[config.mk]
export PLATFORM = sky130hd
export DESIGN_NAME = mem_port_arbiter
export DESIGN_NICKNAME = d
export VERILOG_FILES = /design/src/rtl/mem_port_arbiter.sv
export SDC_FILE = /design/constraint.sdc
export NUM_CORES = 1
export LEC_CHECK = 0
export ABC_AREA = 1
export BUFFER_PORTS_ARGS = -buffer_cell sky130_fd_sc_hd__buf_2
export CAP_MARGIN = 25
export CORE_ASPECT_RATIO = 1.5
export CORE_MARGIN = 3
export CORE_UTILIZATION = 35
export CTS_BUF_LIST = sky130_fd_sc_hd__clkbuf_8
export DETAILED_ROUTE_END_ITERATION = 12
export PLACE_DENSITY = 0.64
export SETUP_SLACK_MARGIN = 0.15
export SLEW_MARGIN = 20
export SYNTH_ARGS = -nofsm -noshare
export SYNTH_HDL_FRONTEND = slang
export SYNTH_SLANG_ARGS = --single-unit
[constraint.sdc]
create_clock -name clk -period 3.12 [get_ports clk]
set_input_delay 0.936 -clock clk [delete_from_list [all_inputs] [get_ports clk]]
set_output_delay 0.936 -clock clk [all_outputs]
set_load 0.01 [all_outputs]
[src/rtl/mem_port_arbiter.sv]
// Arbitrates a single-ported memory between instruction fetch (read-only) and data
// (read/write) requesters. Data wins by default; a starvation counter forces fetch through.
module mem_port_arbiter #(
  parameter int AW         = 32,
  parameter int DW         = 32,
  parameter int STARVE_MAX = 4,
  parameter int TIMEOUT    = 255
) (
  input  logic            clk,
  input  logic            reset,
  input  logic            if_req,
  input  logic [AW-1:0]   if_addr,
  output logic            if_ready,
  output logic [DW-1:0]   if_rdata,
  input  logic            dm_req,
  input  logic            dm_we,
  input  logic [AW-1:0]   dm_addr,
  input  logic [DW-1:0]   dm_wdata,
  input  logic [DW/8-1:0] dm_wstrb,
  output logic            dm_ready,
  output logic [DW-1:0]   dm_rdata,
  output logic            err,
  output logic            mem_req,
  output logic            mem_we,
  output logic [AW-1:0]   mem_addr,
  output logic [DW-1:0]   mem_wdata,
  output logic [DW/8-1:0] mem_wstrb,
  input  logic            mem_ack,
  input  logic [DW-1:0]   mem_rdata
);
  localparam int SW = DW/8;
  localparam logic [3:0] SMAX = 4'(STARVE_MAX);
  localparam logic [7:0] TLAST = 8'(TIMEOUT - 1);

  typedef enum logic [1:0] {IDLE, GNT_IF, GNT_DM, RESP} state_t;

  typedef struct packed {
    logic          we;
    logic [AW-1:0] addr;
    logic [DW-1:0] wdata;
    logic [SW-1:0] wstrb;
  } mreq_t;

  state_t        state, state_nxt;
  logic [3:0]    starve_cnt, starve_nxt;
  logic [7:0]    tcnt, tcnt_nxt;
  mreq_t         mreq, mreq_nxt;
  logic          mem_req_nxt, if_ready_nxt, dm_ready_nxt, err_nxt;
  logic [DW-1:0] if_rdata_nxt, dm_rdata_nxt;
  logic          force_if;

  assign force_if = if_req && (starve_cnt == SMAX);

  always_comb begin
    state_nxt    = state;
    starve_nxt   = starve_cnt;
    tcnt_nxt     = tcnt;
    mreq_nxt     = mreq;
    mem_req_nxt  = mem_req;
    if_ready_nxt = 1'b0;
    dm_ready_nxt = 1'b0;
    err_nxt      = 1'b0;
    if_rdata_nxt = if_rdata;
    dm_rdata_nxt = dm_rdata;
    case (state)
      IDLE: begin
        if (dm_req && !force_if) begin
          state_nxt   = GNT_DM;
          mem_req_nxt = 1'b1;
          tcnt_nxt    = '0;
          mreq_nxt    = '{we: dm_we, addr: dm_addr, wdata: dm_wdata,
                          wstrb: dm_we ? dm_wstrb : '0};
          if (if_req && starve_cnt != SMAX) starve_nxt = starve_cnt + 4'd1;
        end else if (if_req) begin
          state_nxt   = GNT_IF;
          mem_req_nxt = 1'b1;
          tcnt_nxt    = '0;
          starve_nxt  = '0;
          mreq_nxt    = '{we: 1'b0, addr: if_addr, wdata: '0, wstrb: '0};
        end
      end
      GNT_IF, GNT_DM: begin
        // ack wins over a timeout landing in the same cycle
        if (mem_ack || tcnt == TLAST) begin
          state_nxt   = RESP;
          mem_req_nxt = 1'b0;
          err_nxt     = !mem_ack;
          if (state == GNT_IF) begin
            if_ready_nxt = 1'b1;
            if_rdata_nxt = mem_ack ? mem_rdata : '0;
          end else begin
            dm_ready_nxt = 1'b1;
            dm_rdata_nxt = (mem_ack && !mreq.we) ? mem_rdata : '0;
          end
        end else begin
          tcnt_nxt = tcnt + 8'd1;
        end
      end
      RESP:    state_nxt = IDLE;
      default: state_nxt = IDLE;
    endcase
  end

  always_ff @(posedge clk or negedge reset) begin
    if (!reset) begin
      state      <= IDLE;
      starve_cnt <= '0;
      tcnt       <= '0;
      mreq       <= '0;
      mem_req    <= 1'b0;
      if_ready   <= 1'b0;
      dm_ready   <= 1'b0;
      err        <= 1'b0;
      if_rdata   <= '0;
      dm_rdata   <= '0;
    end else begin
      state      <= state_nxt;
      starve_cnt <= starve_nxt;
      tcnt       <= tcnt_nxt;
      mreq       <= mreq_nxt;
      mem_req    <= mem_req_nxt;
      if_ready   <= if_ready_nxt;
      dm_ready   <= dm_ready_nxt;
      err        <= err_nxt;
      if_rdata   <= if_rdata_nxt;
      dm_rdata   <= dm_rdata_nxt;
    end
  end

  assign mem_we    = mreq.we;
  assign mem_addr  = mreq.addr;
  assign mem_wdata = mreq.wdata;
  assign mem_wstrb = mreq.wstrb;
endmodule

* After elaboration in Yosys (flattened, before gate mapping)
Cells that the tools add are included.
Word-level totals: register bits 151, word-level logic and storage cells 73, input bits 138
Cells by class: reductions and logical operators 19, equal/unequal tests 10, muxes and demuxes 28, add/sub/neg operators 2, bitwise gates (word level) 1
Operator list (number):
- 69-bit 2-to-1 mux | 2
- 32-bit 2-to-1 mux | 2
- 8-bit 2-to-1 mux | 3
- 4-bit 2-to-1 mux | 4
- 8-bit one-hot mux with 2 select lines | 1
- 3-bit AND reduction | 5
- 1-bit 2-to-1 mux | 11
- 8-bit by 1-bit adder with 8-bit output, second input constant | 1
- 8-bit == test, second input constant | 1
- 2-bit 2-to-1 mux | 3
- 2-bit one-hot mux with 3 select lines | 1
- 4-bit by 1-bit adder with 4-bit output, second input constant | 1
- 2-bit == test, second input constant | 2
- 4-bit by 3-bit == test with 1-bit output, second input constant | 1
- 1-bit logical AND | 4
- 2-bit inequality test, second input constant | 2
- 4-bit by 3-bit inequality test with 1-bit output, second input constant | 1
- 2-bit AND reduction | 2
- 2-bit nonzero test | 2
- 1-bit logical NOT | 3
- 3-bit inequality test, second input constant | 1
- 2-bit by 1-bit == test with 1-bit output, second input constant | 1
- 2-bit logical NOT | 1
- 2-bit by 1-bit inequality test with 1-bit output, second input constant | 1
- 4 further kinds | 4

* Logic depth before layout (Yosys ltp)
depth after elaboration 6, mapped depth 11

* Worst setup path after synthesis
OpenSTA, ideal clock, no wires.
path type input -> register, from in mem_ack, to reg dm_rdata[10], data required time 3.046 ns, setup time 0.074 ns, cell stages on the path 6, setup slack 1.315 ns, data arrival time 1.731 ns, cells stage by stage buf_2 -> inv_1 -> nor2_1 -> buf_2 -> nand2_1 -> o21ai_2
On the way: longest elaborated chain between the ends 2
RTL lines:
- start, declared | RTL line 28 | input logic mem_ack,
- 1-bit logical OR or 1-bit logical AND (tied branches) | RTL line 84, 93
- 3-bit AND reduction (no source line) or 32-bit 2-to-1 mux (tied branches)
- end signal, assigned | RTL line 126 | dm_rdata <= dm_rdata_nxt;
- end, declared | RTL line 21 | output logic [DW-1:0] dm_rdata,
Parallel ways exist; a longest one is shown, timed or not. A chain may end at the register's enable or synchronous reset.

* Final worst setup path
from reg mreq, in the netlist mem_we, to out mem_we
RTL lines:
- start, declared | RTL line 47 | mreq_t mreq, mreq_nxt;
- start signal, assigned | RTL line 120 | mreq <= mreq_nxt;
- end, declared | RTL line 24 | output logic mem_we,
No word-level cell between the ends.

==> flow_summary.yaml <==
clocking:
  worst_skew_pair.late_latency_ns: 0.43
  htreeDepth: 4
  clkSlewWorstSetupHoldPaths_ns: 0.08
  ctsHoldBuffers: 0
  numCtsBuffers: 17
  ctsResizeCount: 0
  clock-sinks: 151
  cts_tree: "yes"
  clock_path_buffers: 2
  cts_root_buf: "clkbuf_8"
  post_cts_buffers: 0
worst_hold_path:
  hold_path_class: "input port to async pin"
run_status:
  status: "finished, final reports clean"
finish:
  final_area_um2: 8570
  layout_commonest_cell: "buf_2"
  drive_gt1_frac: 0.360
  most-common-layout-cells: "buf_2 (273), nand2_1 (271), dfrtp_1 (151)"
  nets: 1146
  fin_util: 0.462
  diodes: 0
  syn_to_final_growth_pct: 29.4
setup_path:
  cp_slowest_stage_delay_ns: 0.46
  worstPathCellList: "buf_2"
  critPathLaunch: "mem_we"
  rr_startpoint: "state[0]"
  cp_max_fo: 3
  cp.arrival_ns: 1.06
  setup.worst_path.end_class: "output pin"
  critPathTopFamily: "flip-flops"
  worst-setup-path-type: "flip-flop to output pin"
  critical_path_required_ns: 2.18
  start_kind: "flip-flop"
  crit_slowest_cell: "dfrtp_1"
  critPathBufInv: 1
pwr:
  seqPwrFrac: 0.396
  leakagePower_nw: 4.49
  p_comb_frac: 0.417
  p_per_area_nw_per_um2: 916
  p_int_w: 0.00468
  vdd_ir_drop_max_mv: 0.469
  p_clk_frac: 0.187
  total_power_w: 0.00785
  swShare: 0.404
  p_switching_w: 0.00317
logic_synthesis:
  netlist_instances: 745
  syn-mean-instance-area_um2: 8.89
  netlist_area_um2: 6620
  synth_seq_cells: 151
  synth_top_family_by_area: "simple AND/OR/NAND/NOR gates"
  synth.mux.area_fraction: 0
  synth_compound_area_frac: 0.158
  synthSimpleGateAreaFrac: 0.198
  synth_fa_ha_area_frac: 0.0113
  yosysWarnings: 0
  ys_seq_area_frac: 0.571
  yosys.area_share.xor_xnor: 0.00529
  synthesis.nets: 889
  synthDistinctLibCells: 26
sta:
  worst_pin_slew_ns: 0.678
  fin_crit_sh: 0.640
  period_needed_ns: 2.00
  drv_slew: 0
  setup_ws_ns: 1.12
  hold_viol: 0
  setup_viol: 0
  clock.fmax_mhz: 501
  finClkSkew_ns: 0.0146
  slew_headroom: 0.548
  rsz0062_at_grt: "false"
  setup_tns_ns: 0
route:
  drcViolationCount: 0
  wire_per_inst_um: 14.2
  vias: 5822
  drtIter0Drc: 305
  ant_nets: 0
  routed_wl_um: 17900
  first_pass_iters: 4
  via_per_inst: 4.60
floorplanning:
  die_area_um2: 20600
  coreArea_um2: 18500
  fp.dieW_um: 118
  die_h_um: 174
  start_util: 0.357
  io_pins: 275
  num_rows: 61
placement:
  dp_slack_ns: 0.766
  gp_congestion: 0.809
  placed_area_um2: 8190
  portBuffers: 274
  dp_hpwl_um: 12600
job:
  maxCapViolCount: 0
global_route:
  grt_max_degree: 73
  top_usage_layer: "met2"
  antenna_found_initial: 0
  met3_usage: 0.0492
  grt_use_met1: 0.209
  grt_pass1_wl_um: 29600
  grt_pass1_vias: 5873
  grt_remaining_overflow: 0
  grt_usage: 0.175
  gr-usage-met2: 0.307
-- metal layers --
metal,wire (µm),part of all wire
met1,7250,0.40
met3,1100,0.061
met4,347,0.019
met5,0,0
met2,9240,0.51
-- path summary, 6_finish.rpt --
path | end | slack, ns | cells past startpoint
max in group asynchronous | dm_rdata[21] | 2.18 | 2
min in group clk | if_rdata[5] | 0.48 | 2
max | mem_we | 1.12 | 1
min reg2reg | if_rdata[5] | 0.48 | 2
min | mem_wdata[20] | 0.31 | 1
max reg2reg | mem_wstrb[2] | 1.13 | 7
-- Yosys cell counts --
cell type | instances | area (µm²)
dfrtp_1 | 151 | 3780
xnor2_1 | 2 | 17.5
nor2_1 | 44 | 165
inv_1 | 22 | 82.6
nor2_2 | 2 | 12.5
buf_2 | 13 | 65.1
xor2_1 | 2 | 17.5
a21oi_1 | 68 | 340
nor3_1 | 2 | 10.0
o21ai_2 | 40 | 350
o21ai_1 | 35 | 175
nand3_2 | 2 | 20.0
o21ai_0 | 31 | 155
nand2_1 | 272 | 1020
inv_2 | 3 | 11.3
clkbuf_1 | 18 | 67.6
buf_4 | 2 | 15.0
nand2_2 | 2 | 12.5
o31ai_1 | 1 | 7.51
nand3_1 | 10 | 50.1
buf_6 | 12 | 135
nand4_1 | 1 | 6.26
o21bai_1 | 2 | 15.0
buf_1 | 1 | 3.75
ha_1 | 6 | 75.1
nand2_4 | 1 | 11.3
-- cell type report --
| class | count | area [µm²] |
|---|---|---|
| fillers | 1937 | 9980 |
| multi-input cells | 523 | 2470 |
| clock inverters | 14 | 135 |
| well taps | 252 | 315 |
| inverters | 25 | 93.8 |
| flip-flops and latches | 151 | 3780 |
| repair buffers | 284 | 1530 |
| clock buffers | 18 | 248 |
-- logic make-up after synthesis --
| group | after synthesis |
|---|---|
| flops | 151 |
| buf+inv | 71 |
| simple gates | 336 |
| xor+xnor | 4 |
| compound gates | 177 |
| fa+ha+maj | 6 |
-- flip-flops by register name, indices dropped and copies added, names as in the netlist --
signal      cells
state           2
starve_cnt      4
dm_ready        1
if_ready        1
mem_addr       32
mem_req         1
tcnt            8
mem_we          1
if_rdata       32
dm_rdata       32
err             1
mem_wstrb       4
mem_wdata      32
-- power groups by stage --
| stage | combinational, W | clock (W) | sequential (W) |
|---|---|---|---|
| detailed placement | 0.00334 | 0 | 0.00314 |
| finish | 0.00327 | 0.00147 | 0.00311 |
| global placement | 0.00328 | 0 | 0.00314 |
| CTS | 0.00334 | 0.00154 | 0.00311 |
| floorplan | 0.00175 | 0 | 0.00347 |
| global route | 0.00368 | 0.00163 | 0.00322 |
-- metrics by stage --
stage	cells	hold slack, ns
global placement	1235	0.459
CTS	1267	0.259
finish	1267	0.305
floorplan	745	0.453
detailed placement	1235	0.462
global route	1267	0.248
Note: power is estimated with default switching activity, not from simulation.
